==> config.mk <==
export PLATFORM = sky130hd
export DESIGN_NAME = fp_normalizer
export DESIGN_NICKNAME = d
export VERILOG_FILES = /design/src/rtl/fp_pkg.sv /design/src/rtl/fp_normalizer.sv
export SDC_FILE = /design/constraint.sdc
export NUM_CORES = 1
export LEC_CHECK = 0
export ABC_AREA = 0
export CAP_MARGIN = 0
export CORE_MARGIN = 10
export CORE_UTILIZATION = 33
export CTS_BUF_LIST = sky130_fd_sc_hd__clkbuf_2
export DETAILED_ROUTE_END_ITERATION = 6
export PLACE_DENSITY = 0.59
export REMOVE_ABC_BUFFERS = 1
export SKIP_CTS_REPAIR_TIMING = 1
export SYNTH_ARGS = -nofsm -noshare
export SYNTH_HDL_FRONTEND = slang
export SYNTH_SLANG_ARGS = --single-unit
==> constraint.sdc <==
create_clock -name clk -period 2.15 [get_ports clk]
set_input_delay 0.645 -clock clk [delete_from_list [all_inputs] [get_ports clk]]
set_output_delay 0.645 -clock clk [all_outputs]
set_load 0.005 [all_outputs]
==> src/rtl/fp_pkg.sv <==
// ============================================================================
//  Module      : fp_pkg
//  Description : Shared constants and state encoding for the single-precision
//                FP adder datapath (aligner, normaliser, top).
//  Revision    : 1.0 - initial release
// ============================================================================
`default_nettype none

package fp_pkg;

    localparam int EXP_BIAS = 127;
    localparam int EXP_MAX  = 255;
    localparam int FRAC_W   = 23;

    typedef enum logic [1:0] {
        IDLE = 2'd0,
        NORM = 2'd1,
        DONE = 2'd2
    } state_t;

endpackage

`default_nettype wire

==> src/rtl/fp_normalizer.sv <==
// ============================================================================
//  Module      : fp_normalizer
//  Description : Post-ALU normalisation stage. Shifts the raw significand one
//                bit per cycle until the hidden bit lands on FRAC_W, then packs
//                a binary32 word (truncating) and hands it downstream.
//  Revision    : 1.0 - initial release
// ============================================================================
`default_nettype none

module fp_normalizer #(
    parameter int IN_W   = 32,
    parameter int EXP_W  = 8,
    parameter int FRAC_W = 23
) (
    input  logic                    clk,
    input  logic                    rst,
    input  logic                    in_valid,
    output logic                    in_ready,
    input  logic                    in_sign,
    input  logic [EXP_W-1:0]        in_exp,
    input  logic [IN_W-1:0]         in_mant,
    output logic                    out_valid,
    input  logic                    out_ready,
    output logic [EXP_W+FRAC_W:0]   out_result,
    output logic                    out_zero,
    output logic                    out_ovf,
    output logic                    out_inexact
);

    import fp_pkg::*;

    // Internal exponent carries one extra bit so an increment past the
    // all-ones code is still observable before it is clamped to infinity.
    localparam logic [EXP_W:0] c_exp_max = (EXP_W+1)'(EXP_MAX);
    localparam logic [EXP_W:0] c_exp_one = (EXP_W+1)'(1);

    state_t                 r_state;
    logic                   r_sign;
    logic [EXP_W:0]         r_exp;
    logic [IN_W-1:0]        r_mant;
    logic                   r_sticky;

    logic                   r_in_ready;
    logic                   r_out_valid;
    logic [EXP_W+FRAC_W:0]  r_result;
    logic                   r_zero;
    logic                   r_ovf;
    logic                   r_inexact;

    logic                   w_upper;
    logic [EXP_W:0]         w_exp_inc;
    logic                   w_exp_sat;

    // Decode the normalisation condition for the current iteration.
    always_comb begin
        w_upper   = |r_mant[IN_W-1:FRAC_W+1];
        w_exp_inc = r_exp + 1'b1;
        w_exp_sat = (w_exp_inc >= c_exp_max);
    end

    // Control FSM and iterative shifter; all outputs are registered.
    always_ff @(posedge clk) begin
        if (rst) begin
            r_state     <= IDLE;
            r_sign      <= 1'b0;
            r_exp       <= '0;
            r_mant      <= '0;
            r_sticky    <= 1'b0;
            r_in_ready  <= 1'b1;
            r_out_valid <= 1'b0;
            r_result    <= '0;
            r_zero      <= 1'b0;
            r_ovf       <= 1'b0;
            r_inexact   <= 1'b0;
        end else begin
            case (r_state)
                IDLE: begin
                    if (in_valid && r_in_ready) begin
                        r_sign     <= in_sign;
                        // A zero exponent field means the denormal scale, which is 2^(1-bias).
                        r_exp      <= (in_exp == '0) ? c_exp_one : {1'b0, in_exp};
                        r_mant     <= in_mant;
                        r_sticky   <= 1'b0;
                        r_in_ready <= 1'b0;
                        r_zero     <= 1'b0;
                        r_ovf      <= 1'b0;
                        r_inexact  <= 1'b0;
                        r_state    <= NORM;
                    end
                end

                NORM: begin
                    if (r_mant == '0) begin
                        r_result  <= {r_sign, {(EXP_W+FRAC_W){1'b0}}};
                        r_zero    <= 1'b1;
                        r_inexact <= r_sticky;
                        r_state   <= DONE;
                    end else if (w_upper) begin
                        r_mant   <= r_mant >> 1;
                        r_exp    <= w_exp_inc;
                        r_sticky <= r_sticky | r_mant[0];
                        if (w_exp_sat) begin
                            r_result  <= {r_sign, {EXP_W{1'b1}}, {FRAC_W{1'b0}}};
                            r_ovf     <= 1'b1;
                            r_inexact <= r_sticky | r_mant[0];
                            r_state   <= DONE;
                        end
                    end else if (r_mant[FRAC_W]) begin
                        r_result  <= {r_sign, r_exp[EXP_W-1:0], r_mant[FRAC_W-1:0]};
                        r_inexact <= r_sticky;
                        r_state   <= DONE;
                    end else if (r_exp > c_exp_one) begin
                        r_mant <= r_mant << 1;
                        r_exp  <= r_exp - 1'b1;
                    end else begin
                        // Exponent floor reached without a hidden bit: emit a denormal.
                        r_result  <= {r_sign, {EXP_W{1'b0}}, r_mant[FRAC_W-1:0]};
                        r_inexact <= r_sticky;
                        r_state   <= DONE;
                    end
                end

                DONE: begin
                    if (!r_out_valid) begin
                        r_out_valid <= 1'b1;
                    end else if (out_ready) begin
                        r_out_valid <= 1'b0;
                        r_in_ready  <= 1'b1;
                        r_state     <= IDLE;
                    end
                end

                default: begin
                    r_out_valid <= 1'b0;
                    r_in_ready  <= 1'b1;
                    r_state     <= IDLE;
                end
            endcase
        end
    end

    assign in_ready    = r_in_ready;
    assign out_valid   = r_out_valid;
    assign out_result  = r_result;
    assign out_zero    = r_zero;
    assign out_ovf     = r_ovf;
    assign out_inexact = r_inexact;

endmodule

`default_nettype wire

==> metrics.md <==
| Metric | Value |
|---|---|
| Actual slew at the worst max-slew pin | `0.386 ns` |
| Worst path required time | `2.63 ns` |
| Area Growth Syn to Fin | `49.7%` |
| Pin count of the biggest net entering global routing | `45` |
| DR WL/cell | `17.9 um` |
| Register area share after synthesis | `38.3%` |
| Critical Path Start Type | `flop` |
| Place WS | `-0.391 ns` |
| Avg Inst Size Synth | `8.50 sq um` |
| TritonCTS buffer count | `9` |
| Share of cells above drive strength 1 | `36.2%` |
| Drt first pass iters | `7` |
| Total clock sinks | `82` |
| Syn Inst Count | `504` |
| Die Area | `17900 sq um` |
| Synth async-reset ratio | `0%` |
| Leak | `2.73 nW` |
| Final Hold Viols | `0` |
| Total track usage | `15.0%` |
| Main synth FF type | `dfxtp_1` |
| Critical path class | `flop to flop` |
| Clock Pin Slew Worst Setup and Hold Paths | `0.24 ns` |
| Drc violations | `0` |
| Maximum clock rate | `0.462 GHz` |
| R2r endpoint | `r_exp[6]` |
| Failing checks | `setup timing` |
| Initial core utilization | `33.8%` |
| Worst r2r path cells | `7` |
| Vias in the first global route | `4368` |
| Die W | `134 um` |
| Yosys cell types | `62` |
| Number of synthesized flops with an enable pin | `0` |
| Endpoint type of the worst setup path | `flop` |
| Initial antenna violation count | `1` |
| CTS root buf | `clkbuf_2` |
| Vias after detailed routing | `4618` |
| Hold_sp | `rst` |
| # port buffers | `81` |
| Worst hold stages | `2` |
| Crit share post-route | `101%` |
| Global route overflow | `0` |
| Die H | `134 um` |
| Final Wtd Congestion | `0.906` |
| # placed instances | `783` |
| Max-cap violation count | `0` |
| Iter 0 DRT Violations | `494` |
| Max-Slew Margin vs Limit | `74.3%` |
| RSZ-0062 raised after global routing | `true` |
| Arrival @ worst endpoint | `2.65 ns` |
| Synth Register Bits | `82` |
| Layout Skew | `0.0340 ns` |
| Final nets | `690` |
| Post-route minimum period | `2.16 ns` |
| CTS tree | `built` |
| Row count | `41` |
| Comb pwr share | `52.4%` |
| Worst Path Max Fanout | `5` |
| Switch Pwr | `2.48 mW` |
| Final setup margin | `-0.0141 ns` |
| H-tree levels | `3` |
| VDD IR max | `0.317 mV` |
| R2r setup slk | `-0.01 ns` |
| Fin cells | `819` |
| P per Cell Area | `939 nW/um^2` |
| I/O pin cnt | `82` |
| P_int | `3.54 mW` |
| Status | `finished with violations` |
| Core area | `12700 sq um` |
| Reg power frac | `32.6%` |
| Clk network pwr share | `15.0%` |
| Bufs on Longest Clock Path | `2` |
| Min-delay worst type | `input pin to flop` |
| Drt via density | `5.64` |
| Final Setup Violations | `1` |
| Worst r2r src | `r_mant[26]` |
| Max Slew Vio Count | `0` |
| Switch share | `41.2%` |
| First-pass GRT wire length | `22400 um` |
| Post-Route WL | `14700 um` |
| Post-DP HPWL | `10100 um` |
| Clock Latency Late Sink | `0.58 ns` |
| Hold Crit Endpoint | `r_mant[26]` |
| Ys Warns | `0` |
| Cell Area, Synth | `4280 sq um` |
| Final antenna-violating net count | `0` |
[worst max-delay path, cell delays in order, from the launching register on]
cell and delay (ns):
dfxtp_2 0.37, or4_4 0.56, or2_4 0.32, nor3_4 0.20, a311oi_4 0.06, buf_6 0.17, clkbuf_16 0.16, a32o_1 0.24
[power by group through the flow]
stage	Clock [mW]	Combinational (mW)	Sequential (mW)
floorplan	0	1.37	1.99
global placement	0	2.64	1.96
detailed placement	0	2.69	1.96
CTS	0.927	2.70	1.93
global route	0.982	3.39	1.99
finish	0.902	3.16	1.96
[through the flow]
| step | util, % | hold slack [ns] | cell area (sq um) | power (mW) | setup TNS, ns |
|---|---|---|---|---|---|
| after floorplan | - | 0.431 | 4040 | 3.36 | -81.27 |
| after global placement | 45.2 | 0.446 | 5730 | 4.59 | -11.27 |
| after detailed placement | 45.2 | 0.447 | 5730 | 4.65 | -12.13 |
| after CTS | 46.2 | 0.427 | 5860 | 5.56 | -4.45 |
| after global routing | 50.6 | 0.423 | 6410 | 6.37 | -1.54 |
| final | 50.6 | 0.449 | 6410 | 6.02 | -0.0141 |
[how the worst max path moves through the flow]
stage                     slack [ns]         end  cells past startpoint        from
after floorplan                -1.61    r_exp[8]                      5  r_state[1]
after detailed placement       -0.39  r_mant[16]                      6    in_valid
after global routing           -0.09    r_exp[6]                      7  r_mant[26]
after global placement         -0.32  r_mant[15]                      6    in_valid
after CTS                      -0.17  r_mant[16]                      9    r_exp[1]
final                          -0.01    r_exp[6]                      7  r_mant[26]
[cell families after synthesis]
group	share of synthesized area, %
XOR/XNOR	0.613
buffers and inverters	6.40
flip-flops	38.3
AO/OA/AOI/OAI	34.0
AND/OR/NAND/NOR	19.0
adder cells (fa/ha/maj)	1.17
multiplexers	0.496
[Yosys cell counts (2+ instances only)]
cell type	instances	area share [%]
nor2_1	44	3.9
or4_4	2	0.53
or3_1	5	0.73
a31oi_1	4	0.58
o21ai_1	4	0.47
dfxtp_1	82	38
ha_1	4	1.2
a211oi_1	11	1.9
nor2b_1	3	0.44
nand4_1	5	0.73
o21ai_0	29	3.4
buf_4	6	1.1
a21o_1	2	0.35
a21oi_1	61	7.1
o31ai_1	3	0.53
a311oi_2	7	2.5
inv_1	7	0.61
buf_2	15	1.8
and3_1	3	0.44
o32ai_1	3	0.61
a222oi_1	21	4.9
o2111ai_1	2	0.41
a22oi_1	4	0.70
nor4_1	9	1.3
a211oi_2	20	5.8
xnor2_1	2	0.41
nand3b_1	2	0.35
nand2_1	35	3.1
nor3_1	11	1.3
buf_6	2	0.53
nand3_1	34	4.0
o211ai_1	5	0.88
clkbuf_1	28	2.5
[cell type report]
type	count	area, sq um
fillers	1202	6260
well taps	172	215
clock buffers	9	45.0
multi-input cells	364	2550
repair buffers	177	1790
clock inverters	7	83.8
flip-flops and latches	82	1700
inverters	7	26.3
diodes	1	2.50
[cells in the final DEF (no fill, tap or decap), drive strengths merged, types with 5 or more instances in the layout]
master,synthesis,layout
a211oi,31,31
a21oi,62,62
a222oi,21,21
a311oi,8,8
buf,23,94
clkbuf,28,12
clkdlybuf4s50,0,53
dfxtp,82,82
dlymetal6s2s,0,27
inv,7,10
nand2,35,35
nand3,34,34
nand4,5,5
nor2,46,46
nor3,13,13
nor4,10,10
o211ai,5,5
o21ai,33,33
or3,5,5
[layer usage]
layer  global-route usage [%]  part of all wire (%)  up-vias
li1                         -                     -     2208
met5                        0                     0        -
met1                     19.1                    44     2230
met3                     3.21                   6.3       17
met2                     24.4                    48      163
met4                     5.02                   1.4        0
[state kept, by name, summed over array words and instances (netlist names)]
name / count
r_sticky: 1
r_sign: 1
out_valid: 1
in_ready: 1
r_state: 2
r_exp: 9
out_result: 32
out_zero: 1
r_mant: 32
out_inexact: 1
out_ovf: 1
No activity file was read; power rests on OpenSTA's default activity.
